<file path="src/rtl/bcd_serial_addsub_pkg.sv">
// bcd_pkg: BCD constants, FSM state type and nine's-complement helper shared by bcd_serial_addsub.
package bcd_pkg;
    localparam logic [3:0] BCD_MAX = 4'd9;
    localparam logic [3:0] BCD_ADJ = 4'd6;
    typedef enum logic [1:0] {IDLE, RUN, DONE} bcd_state_t;
    function automatic logic [3:0] nines_comp(input logic [3:0] digit);
        return BCD_MAX - digit;
    endfunction
endpackage

</file>
<file path="src/rtl/bcd_serial_addsub_if.sv">
// bcd_serial_addsub_if: start/busy/done request bus with operands and BCD result.
interface bcd_serial_addsub_if #(parameter int DIGITS = 4);
    logic                  start;
    logic                  sub;
    logic [4*DIGITS-1:0]   a;
    logic [4*DIGITS-1:0]   b;
    logic                  busy;
    logic                  done;
    logic [4*DIGITS-1:0]   s;
    logic                  cout;
    logic                  neg;
    logic                  err;
    modport master (output start, sub, a, b, input busy, done, s, cout, neg, err);
    modport slave  (input start, sub, a, b, output busy, done, s, cout, neg, err);
endinterface

</file>
<file path="src/rtl/bcd_serial_addsub_digit_add.sv">
// bcd_digit_add: combinational single-digit BCD add with carry-in; bad flags a digit above 9.
module bcd_digit_add
    import bcd_pkg::*;
(
    input  logic [3:0] a,
    input  logic [3:0] b,
    input  logic       cin,
    output logic [3:0] s,
    output logic       cout,
    output logic       bad
);
    logic [4:0] t;
    assign t    = {1'b0, a} + {1'b0, b} + {4'b0, cin};
    assign cout = t > {1'b0, BCD_MAX};
    assign s    = cout ? t[3:0] + BCD_ADJ : t[3:0];
    // a nine's-complemented invalid digit is itself still above 9, so this also covers subtraction
    assign bad  = (a > BCD_MAX) | (b > BCD_MAX);
endmodule

</file>
<file path="src/rtl/bcd_serial_addsub.sv">
// bcd_serial_addsub: digit-serial BCD add/subtract, LSD first, one digit per clock.
// Define BCD_DIGIT_CHECK_EN to flag invalid operand digits on err and zero the result.
module bcd_serial_addsub
    import bcd_pkg::*;
#(
    parameter int DIGITS = 4
) (
    input logic               clk,
    input logic               rst,
    bcd_serial_addsub_if.slave bus
);
    localparam int CNT_W = $clog2(DIGITS) + 1;
    localparam int W     = 4 * DIGITS;

    bcd_state_t        state_q, state_d;
    logic [W-1:0]      a_q, a_d, b_q, b_d, s_q, s_d;
    logic              sub_q, sub_d, carry_q, carry_d, cout_q, cout_d, neg_q, neg_d;
    logic [CNT_W-1:0]  idx_q, idx_d;
    logic [3:0]        dsum;
    logic              dcout, bad, err_run, last;

    bcd_digit_add u_add (
        .a    (a_q[3:0]),
        .b    (sub_q ? nines_comp(b_q[3:0]) : b_q[3:0]),
        .cin  (carry_q),
        .s    (dsum),
        .cout (dcout),
        .bad  (bad)
    );

`ifdef BCD_DIGIT_CHECK_EN
    logic err_q, err_d;
    assign err_run = err_q | bad;
    assign bus.err = err_q;
    always_ff @(posedge clk or posedge rst)
        if (rst) err_q <= 1'b0;
        else     err_q <= err_d;
    always_comb begin
        err_d = err_q;
        if (state_q == IDLE && bus.start) err_d = 1'b0;
        else if (state_q == RUN)          err_d = err_run;
    end
`else
    logic unused_bad;
    assign unused_bad = bad;
    assign err_run    = 1'b0;
    assign bus.err    = 1'b0;
`endif

    assign last     = idx_q == CNT_W'(DIGITS - 1);
    assign bus.busy = state_q != IDLE;
    assign bus.done = state_q == DONE;
    assign bus.s    = s_q;
    assign bus.cout = cout_q;
    assign bus.neg  = neg_q;

    always_ff @(posedge clk or posedge rst) begin
        if (rst) begin
            state_q <= IDLE;
            a_q     <= '0;
            b_q     <= '0;
            s_q     <= '0;
            sub_q   <= 1'b0;
            carry_q <= 1'b0;
            cout_q  <= 1'b0;
            neg_q   <= 1'b0;
            idx_q   <= '0;
        end else begin
            state_q <= state_d;
            a_q     <= a_d;
            b_q     <= b_d;
            s_q     <= s_d;
            sub_q   <= sub_d;
            carry_q <= carry_d;
            cout_q  <= cout_d;
            neg_q   <= neg_d;
            idx_q   <= idx_d;
        end
    end

    always_comb begin
        state_d = state_q;
        a_d     = a_q;
        b_d     = b_q;
        s_d     = s_q;
        sub_d   = sub_q;
        carry_d = carry_q;
        cout_d  = cout_q;
        neg_d   = neg_q;
        idx_d   = idx_q;
        case (state_q)
            IDLE: if (bus.start) begin
                a_d     = bus.a;
                b_d     = bus.b;
                sub_d   = bus.sub;
                carry_d = bus.sub;
                s_d     = '0;
                cout_d  = 1'b0;
                neg_d   = 1'b0;
                idx_d   = '0;
                state_d = RUN;
            end
            RUN: begin
                // operands shift right so the current digit is always in bits [3:0]
                a_d                  = a_q >> 4;
                b_d                  = b_q >> 4;
                carry_d              = dcout;
                s_d[4*idx_q +: 4]    = dsum;
                idx_d                = idx_q + 1'b1;
                if (last) begin
                    state_d = DONE;
                    cout_d  = dcout & ~err_run;
                    neg_d   = sub_q & ~dcout & ~err_run;
                    s_d     = err_run ? '0 : s_d;
                end
            end
            DONE:    state_d = IDLE;
            default: state_d = IDLE;
        endcase
    end
endmodule
</file>
<file path="src/flat_wrapper.sv">
// flat-port wrapper written by rule: the top's interface ports become plain ports
module bcd_serial_addsub_flat import bcd_pkg::*;
#(
    parameter int DIGITS = 4
)
  (clk, rst, bus_start, bus_sub, bus_a, bus_b, bus_busy, bus_done, bus_s, bus_cout, bus_neg, bus_err);
  bcd_serial_addsub_if #(.DIGITS(DIGITS)) bus_i ();
  input logic clk;
  input logic rst;
  input wire logic [$bits(bus_i.start)-1:0] bus_start;
  input wire logic [$bits(bus_i.sub)-1:0] bus_sub;
  input wire logic [$bits(bus_i.a)-1:0] bus_a;
  input wire logic [$bits(bus_i.b)-1:0] bus_b;
  output wire logic [$bits(bus_i.busy)-1:0] bus_busy;
  output wire logic [$bits(bus_i.done)-1:0] bus_done;
  output wire logic [$bits(bus_i.s)-1:0] bus_s;
  output wire logic [$bits(bus_i.cout)-1:0] bus_cout;
  output wire logic [$bits(bus_i.neg)-1:0] bus_neg;
  output wire logic [$bits(bus_i.err)-1:0] bus_err;
  assign bus_i.start = bus_start;
  assign bus_i.sub = bus_sub;
  assign bus_i.a = bus_a;
  assign bus_i.b = bus_b;
  assign bus_busy = bus_i.busy;
  assign bus_done = bus_i.done;
  assign bus_s = bus_i.s;
  assign bus_cout = bus_i.cout;
  assign bus_neg = bus_i.neg;
  assign bus_err = bus_i.err;
  bcd_serial_addsub #(.DIGITS(DIGITS)) u_core (.clk(clk), .rst(rst), .bus(bus_i));
endmodule
</file>
<file path="config.mk">
export PLATFORM = sky130hd
export DESIGN_NAME = bcd_serial_addsub_flat
export DESIGN_NICKNAME = d
export VERILOG_FILES = /design/src/rtl/bcd_serial_addsub_pkg.sv /design/src/rtl/bcd_serial_addsub_if.sv /design/src/rtl/bcd_serial_addsub_digit_add.sv /design/src/rtl/bcd_serial_addsub.sv /design/src/flat_wrapper.sv
export SDC_FILE = /design/constraint.sdc
export NUM_CORES = 1
export LEC_CHECK = 0
export ABC_CLOCK_PERIOD_IN_PS = 4000
export CORE_MARGIN = 4
export CORE_UTILIZATION = 52
export DETAILED_ROUTE_END_ITERATION = 8
export PLACE_DENSITY = 0.8
export SETUP_SLACK_MARGIN = 0.15
export SLEW_MARGIN = 20
export SYNTH_ARGS = -nofsm -noshare
export SYNTH_HDL_FRONTEND = slang
export SYNTH_HIERARCHICAL = 1
export SYNTH_SLANG_ARGS = --single-unit
</file>
<file path="constraint.sdc">
create_clock -name clk -period 4 [get_ports clk]
set_input_delay 0.8 -clock clk [delete_from_list [all_inputs] [get_ports clk]]
set_output_delay 0.8 -clock clk [all_outputs]
set_load 0.02 [all_outputs]
</file>
* After elaboration in Yosys (flattened, before gate mapping)
Cells that the tools add are included.
Widths: inputs -> output; s select.
** Word-level totals
- Register bits :: 57
- Input port bits :: 36
- Output and inout bits :: 21
- Word-level logic and storage cells :: 53
** Operators by class
- Add/sub/neg operators :: 6
- Order comparisons :: 1
- Equal/unequal tests :: 5
- Shift operators :: 2
- Multiplexer cells :: 21
- Bitwise operators :: 2
- Reduce and logical (&&, ||, !) cells :: 7
** Operators by type and width (number)
- $pmux 16 s2 :: 3
- $mux 16 :: 3
- $neg 5->34 :: 1
- $shift 4x34->16 const A :: 1
- $shiftx 4x34->16 :: 1
- $bwmux 16 :: 1
- $mux 4 :: 2
- $pmux 1 s2 :: 3
- $pmux 3 s2 :: 1
- $reduce_and 2->1 :: 3
- $add 4x4->5 :: 1
- $add 5x1->5 :: 1
- $gt 5x4->1 const B :: 1
- $add 4x3->4 const B :: 1
- $mux 1 :: 4
- $mux 2 :: 2
- $pmux 2 s2 :: 1
- $reduce_bool 2->1 :: 2
- $sub 4x4->4 const A :: 1
- $add 3x1->3 const B :: 1
- $eq 3x2->1 const B :: 1
- $mux 3 :: 1
- $reduce_and 3->1 :: 1
- $eq 2x1->1 const B :: 1
- 6 further kinds :: 6

* Logic depth before layout (Yosys ltp)
Gate-level depths: netlist (run 1).
- Depth in word-level cells :: 9
- Gate-level depth with buffers :: 12
- Depth with buffers taken out :: 12

* Hierarchy
The synthesis (run 1) kept the hierarchy.
** Modules (own cells, without submodules)
- bcd_serial_addsub :: instances 1, cells each 271, area each 2692.6 µm², seq. area each 1426.4 µm²
- bcd_digit_add :: instances 1, cells each 25, area each 225.2 µm², seq. area each 0.0 µm²

* Least setup slack after synthesis (run 1)
OpenSTA, ideal clock, no wires.
- Kind :: register to register
- From :: register u_core.sub_q
- To :: register u_core.s_q[6] (netlist: u_core/bus.s[6])
- Arrival :: 2.720 ns
- Setup slack :: 1.200 ns
- Cell stages (with the launch flop) :: 11
- Path buffers :: 0
- Period minus slack after synthesis :: 2.800 ns
- Path through :: dfrtp_1 -> xor2_1 -> fa_1 -> fa_1 -> xnor2_1 -> ha_1 -> a31o_1 -> o31ai_4 -> mux2i_1 -> inv_1 -> mux2i_1
** Between the ends
- Cells in the longest elaborated chain, start to end :: 8
- Elaborated cells between the ends (all ways) :: 9
** RTL lines
- start, declared :: line bcd_serial_addsub.sv:17 : logic sub_q, sub_d, carry_q, carry_d, cout_q, cout_d, neg_q, neg_d;
- start signal, assigned :: line bcd_serial_addsub.sv:73 : sub_q <= sub_d;
- $mux 4 :: line bcd_serial_addsub.sv:24 : .b (sub_q ? nines_comp(b_q[3:0]) : b_q[3:0]),
- $add 4x4->5 :: line bcd_serial_addsub_digit_add.sv:13 : assign t = {1'b0, a} + {1'b0, b} + {4'b0, cin};
- $add 5x1->5 :: line bcd_serial_addsub_digit_add.sv:13
- $gt 5x4->1 :: line bcd_serial_addsub_digit_add.sv:14 : assign cout = t > {1'b0, BCD_MAX};
- net u_core.dcout :: line bcd_serial_addsub.sv:20 : logic dcout, bad, err_run, last;
- $mux 4 :: line bcd_serial_addsub_digit_add.sv:15 : assign s = cout ? t[3:0] + BCD_ADJ : t[3:0];
- net u_core.dsum[2] :: line bcd_serial_addsub.sv:19 : logic [3:0] dsum;
- $shiftx 4x34->16 :: line bcd_serial_addsub.sv:108 : s_d[4*idx_q +: 4] = dsum;
- $bwmux 16 :: line bcd_serial_addsub.sv:108
- $pmux 16 s2 :: line bcd_serial_addsub.sv:91 : case (state_q)
- end signal, assigned :: line bcd_serial_addsub.sv:62 : s_q <= '0;
- end signal, assigned :: line bcd_serial_addsub.sv:72 : s_q <= s_d;
- end, declared :: line bcd_serial_addsub.sv:16 : logic [W-1:0] a_q, a_d, b_q, b_d, s_q, s_d;
The timed path passes the listed nets, and every way through them passes these cells.
A chain may end at the register's enable or synchronous reset.

* Worst setup path in the final report (run 1)
- From :: register u_core.sub_q
- To :: register u_core.s_q[3] (netlist: u_core/bus.s[3])
** Between the ends
- Cells in the longest elaborated chain, start to end :: 8
- Elaborated cells between the ends (all ways) :: 9
** RTL lines (line)
- $mux 4 (*) :: bcd_serial_addsub.sv:24
- $add 4x4->5 (*) :: bcd_serial_addsub_digit_add.sv:13
- $add 5x1->5 (*) :: bcd_serial_addsub_digit_add.sv:13
- $add 4x3->4 or $gt 5x4->1 (tied branches) :: bcd_serial_addsub_digit_add.sv:15, bcd_serial_addsub_digit_add.sv:14
- $mux 4 (*) :: bcd_serial_addsub_digit_add.sv:15
- net u_core.dsum[3] :: bcd_serial_addsub.sv:19
- $shiftx 4x34->16 (*) :: bcd_serial_addsub.sv:108
- $bwmux 16 (*) :: bcd_serial_addsub.sv:108
- $pmux 16 s2 (*) :: bcd_serial_addsub.sv:91
The timed path passes the listed nets; every way through them passes the cells marked *.

==> results of run 1 <==
==> path summary, 6_finish.rpt <==
| path | from | endpoint | slack (ns) | depth (start not counted) |
|---|---|---|---|---|
| worst max register to register | u_core/sub_q | u_core/bus.s[3] | 0.94 | 10 |
| worst min register to register | u_core/b_q[4] | u_core/b_q[4] | 0.48 | 2 |
| min in group asynchronous | rst | u_core/a_q[13] | 0.94 | 2 |
| worst max-delay path | u_core/sub_q | u_core/bus.s[3] | 0.94 | 10 |
| worst min-delay path | u_core/b_q[4] | u_core/b_q[4] | 0.48 | 2 |
| max in group asynchronous | rst | u_core/bus.s[6] | 2.29 | 3 |
==> through the flow <==
stage               worst slack [ns]  util (%)
floorplan                       1.20         -
global placement                1.07      65.2
detailed placement             0.913      65.2
CTS                            0.903      68.5
global route                   0.710      68.5
finish                         0.936      68.5
==> report_power, final <==
group          internal, µW  switching (µW)
Clock                   256             216
Sequential              793             156
Combinational           674             926
Total                  1720            1300
==> cell type report <==
type / instances / area [µm²]
clock inverters: 3 / 15.0
inverters: 13 / 48.8
well taps: 70 / 87.6
flip-flops and latches: 57 / 1430
repair buffers: 58 / 573
multi-input cells: 203 / 1300
clock buffers: 13 / 159
fillers: 439 / 1660
==> flip-flops by register name, indices dropped and copies added, names as in the netlist <==
name,count
u_core/sub_q,1
u_core/state_q,2
u_core/bus.neg,1
u_core/bus.s,16
u_core/carry_q,1
u_core/bus.cout,1
u_core/b_q,16
u_core/a_q,16
u_core/idx_q,3
==> per-layer routing <==
metal  wire [µm]  part of all wire (%)
met1        2860                    47
met2        2820                    46
met5           0                     0
met4          62                   1.0
met3         339                   5.6
==> critical path, stage by stage (launching register included) <==
cell       delay [ns]
dfrtp_1          0.43
xor2_1           0.20
fa_1             0.43
fa_1             0.42
xnor2_1          0.18
ha_1             0.24
a31o_1           0.23
a2111oi_0        0.50
nor2b_1          0.12
inv_1            0.11
mux2i_1          0.08
==> flow_metrics.tcl, run 1 <==
set metrics [dict create \
    status "finished clean" \
    cts_sinks 57 \
    drt_iter0_markers 153 \
    clockRootBuffer "clkbuf_8" \
    syn_nets 340 \
    cts_tree "done" \
    die_w_um 82.7 \
    rsz0062_at_grt "no" \
    peakVddDrop_mv 0.545 \
    die_y_um 82.7 \
    top_usage_layer "met2" \
    htreeDepth 3 \
    p_leak_uw 0.00170 \
    numCtsBuffers 9 \
    final_layout_size_suffix_gt1_share_pct 7.20 \
    use_met2_pct 31.4 \
    power_density_nw_per_um2 837 \
    fmax_mhz 326 \
    grt_overflow 0 \
    antenna_left 0 \
    die-area_um2 6840 \
    grt_pass1_wl_mm 10.3 \
    place_inst 401 \
    maxCapViolations 0 \
    hold_buffers 0 \
    cp-start-kind "flop" \
    hpwl_mm 4.33 \
    final_cell_area_um2 3610 \
    crit_path_end_kind "flop" \
    syn_area_um2 2900 \
    tightest_slew_ns 1.01 \
    coreArea_um2 5270 \
    antenna_found_initial 0 \
    nNetsFinal 389 \
    placedInstanceArea_um2 3440 \
    via_per_inst 5.38 \
    syn_avg_cell_area_um2 9.91 \
    use_met3_pct 7.48 \
    clock_path_buffers 2 \
    period_needed_ns 3.06 \
    crit_fanout 6 \
    total_power_uw 3020 \
    n_antenna_cell 0 \
    skew_ns 0.00672 \
    drc 0 \
    fin_setup_tns_ns 0 \
    grtUsageMet1_pct 26.4 \
    setup_viol 0 \
    clock_latency_ns 0.33 \
    hold_path_class "reg -> reg" \
    rows 26 \
    final_common_cell "nand2_1" \
    holdWs_ns 0.480 \
    dr.pass1.iters 4 \
    wl_per_cell_um 14.6 \
    vias 2244 \
    drt_wl_total_mm 6.08 \
    grt_pass1_vias 2205 \
    cp.arrival_ns 3.27 \
    fin_cells 417 \
    ioPinCount 57 \
    area_growth_pct 24.3 \
    post-cts-setup-buffers 0 \
    required_ns 4.21 \
    clk_pin_slew_ns 0.06 \
    grt_max_degree 44 \
    grtUsageTotal_pct 20.5 \
    yosys_warnings 6 \
    start_util_pct 55.1 \
    drv_slew 0 \
    relSlewSlack_pct 32.5 \
    cts_resized 0 \
    critPathKind "reg -> reg" \
    routabilityCongestion 0.824 \
    synth_cells 293 \
    hold_viol_final 0 \
    final_cell_mix "65 x nand2_1, 57 x dfrtp_1, 55 x clkdlybuf4s50_1" \
    period_share_pct 76.6 \
    numPortBuffers 55 \
]
Note: power is estimated with default switching activity, not from simulation.
==> inputs of run 2 (changes only) <==
- ABC_CLOCK_PERIOD_IN_PS: 4000 -> 2530
- CORE_UTILIZATION: 52 -> 47
- PLACE_DENSITY: 0.8 -> 0.76
- clock period: 4 -> 2.53 ns (I/O delays scaled with it)
==> run 2 against run 1 <==
  * The run now ends with negative setup slack left
  * Cell count grew 4.8%
  * Routed wire length grew 8.3%
  * Clock skew fell by 0.0015 ns
  * Die area grew 9.6%
  * Clock power up 70%
  * Critical endpoint is now u_core/bus.s[15]
  * Global-route usage decreased by 1.3 points
  * Total power grew 87%
  * Critical path depth up 1
  * Count of clock-buffer cells in the layout up 1
  * Setup slack worse by 1.1 ns
  * Worst hold slack got worse by 0.0035 ns
  * Final area grew 7.0%
==> flow_metrics.tcl, run 2 (synthesized netlist as in run 1, its figures left out) <==
set metrics [dict create \
    die_y_um 86.6 \
    cts_sinks 57 \
    die-area_um2 7500 \
    fin_cells 437 \
    grt_pass1_wl_mm 11.1 \
    skew_ns 0.00519 \
    drv_slew 0 \
    numPortBuffers 55 \
    status "complete, but fails checks" \
    crit_fanout 3 \
    setup_viol 13 \
    crit_top_cell "fa_2" \
    place_inst 418 \
    antenna_left 0 \
    crit_path_end_kind "flop" \
    cp_top_family "adder cells" \
    hpwl_mm 4.68 \
    fmax_mhz 371 \
    grtUsageTotal_pct 19.2 \
    fin_ws_ns -0.167 \
    final_cell_mix "65 x nand2_1, 57 x dfrtp_1, 55 x clkdlybuf4s50_1" \
    clockRootBuffer "clkbuf_8" \
    vias 2322 \
    grt_overflow 0 \
    cpPeakStageDelay_ns 0.54 \
    grt_max_degree 37 \
    grt_pass1_vias 2341 \
    cp.arrival_ns 2.90 \
    violations "negative setup slack" \
    p_leak_uw 0.00181 \
    path_cells "xor2_1, fa_2, fa_2, inv_2, ha_4, a31o_4, buf_4, a2111oi_4, nor2b_1, inv_1, mux2i_1" \
    htreeDepth 3 \
    hold_path_class "reg -> reg" \
    critPathKind "reg -> reg" \
    cp_slowest_cell "fa_2" \
    drt_wl_total_mm 6.59 \
    tightest_slew_ns 0.592 \
    final_common_cell "nand2_1" \
    rsz0062_at_grt "yes" \
    crit_buf_inv 3 \
    n_antenna_cell 0 \
    via_per_inst 5.31 \
    drc 0 \
    relSlewSlack_pct 60.5 \
    hold_buffers 0 \
    area_growth_pct 33.0 \
    ioPinCount 57 \
    period_share_pct 107 \
    clk_pin_slew_ns 0.06 \
    rows 28 \
    numCtsBuffers 9 \
    clock_latency_ns 0.33 \
    drt_iter0_markers 162 \
    die_w_um 86.6 \
    period_needed_ns 2.70 \
    multiInputGateArea_um2 1380 \
    antenna_found_initial 0 \
    hold_viol_final 0 \
    seq_area_um2 1430 \
    coreArea_um2 5960 \
    required_ns 2.73 \
    clock_path_buffers 2 \
    cp-start-kind "flop" \
    fin_util_pct 64.8 \
    n_fill_cell 506 \
    routabilityCongestion 0.761 \
    nNetsFinal 404 \
    peakVddDrop_mv 0.801 \
    start_util_pct 48.8 \
    cts_tree "done" \
    maxCapViolations 0 \
    wl_per_cell_um 15.1 \
    dr.pass1.iters 4 \
    final_layout_size_suffix_gt1_share_pct 14.4 \
    power_density_nw_per_um2 1460 \
]
-- run 2: changes by cell type in the layout (fill, tap and decap cells not counted), moves of 2 or more --
cell,previous run,this run
inv_2,1,3
fa_2,0,2
a21oi_2,0,2
fa_1,2,0
clkbuf_8,11,13
inv_1,12,10
a21oi_1,16,14
buf_12,0,3
buf_4,3,15
-- run 2: per-layer routing --
metal	GRT usage, %	up-vias	part of all wire [%]
li1	-	1128	-
met1	25.1	1113	44
met2	30.9	71	49
met3	5.42	10	5.5
met4	6.37	0	1.0
met5	0	-	0
-- run 2: where the power goes --
part | leakage, µW | total, µW | switching, µW | internal (µW)
sequential | 0.000750 | 1460 | 208 | 1250
clock | 0.000102 | 803 | 344 | 459
combinational | 0.000954 | 3380 | 1790 | 1590
total | 0.00181 | 5640 | 2340 | 3300
-- run 2: area by class of cell --
cell class,count,area share [%]
Inverter,13,1.26
Clock inverter,2,0.259
Sequential cell,57,36.9
Tap cell,75,2.43
Multi-Input combinational cell,203,35.6
Timing Repair Buffer,73,18.7
Clock buffer,14,4.73
-- run 2: repair_timing --
item                                    CTS  global route
endpoints found under the setup margin   15            15
gates resized for setup                   0             8
buffers inserted                          2             1
hold endpoints to repair                  0             0
pin swaps                                 1             3
-- run 2: tightest hold or removal path, cell delays in order, from the launching register on --
cell and delay [ns]:
dfrtp_1 0.34, nand2_1 0.05, o21ai_0 0.06
-- run 2: path summary, 6_finish.rpt --
| kind | startpoint | endpoint | slack (ns) | cells past startpoint |
|---|---|---|---|---|
| min | u_core/b_q[5] | u_core/b_q[5] | 0.48 | 2 |
| min in group asynchronous | rst | u_core/bus.s[4] | 0.52 | 2 |
| max in group asynchronous | rst | u_core/bus.neg | 1.45 | 3 |
| max reg2reg | u_core/b_q[0] | u_core/bus.s[15] | -0.17 | 11 |
| max | u_core/b_q[0] | u_core/bus.s[15] | -0.17 | 11 |
| min reg2reg | u_core/b_q[5] | u_core/b_q[5] | 0.48 | 2 |
-- run 2: per-stage QoR --
stage	area, µm²	power, µW	setup slack (ns)	TNS (ns)	hold WS (ns)
after floorplan	2940	3630	-0.0568	-0.366	0.450
after global placement	3610	4410	-0.0830	-0.640	0.461
after detailed placement	3610	4530	-0.147	-1.52	0.470
after CTS	3820	5420	-0.150	-1.50	0.484
after global routing	3860	6160	-0.355	-3.45	0.515
final	3860	5640	-0.167	-1.55	0.476
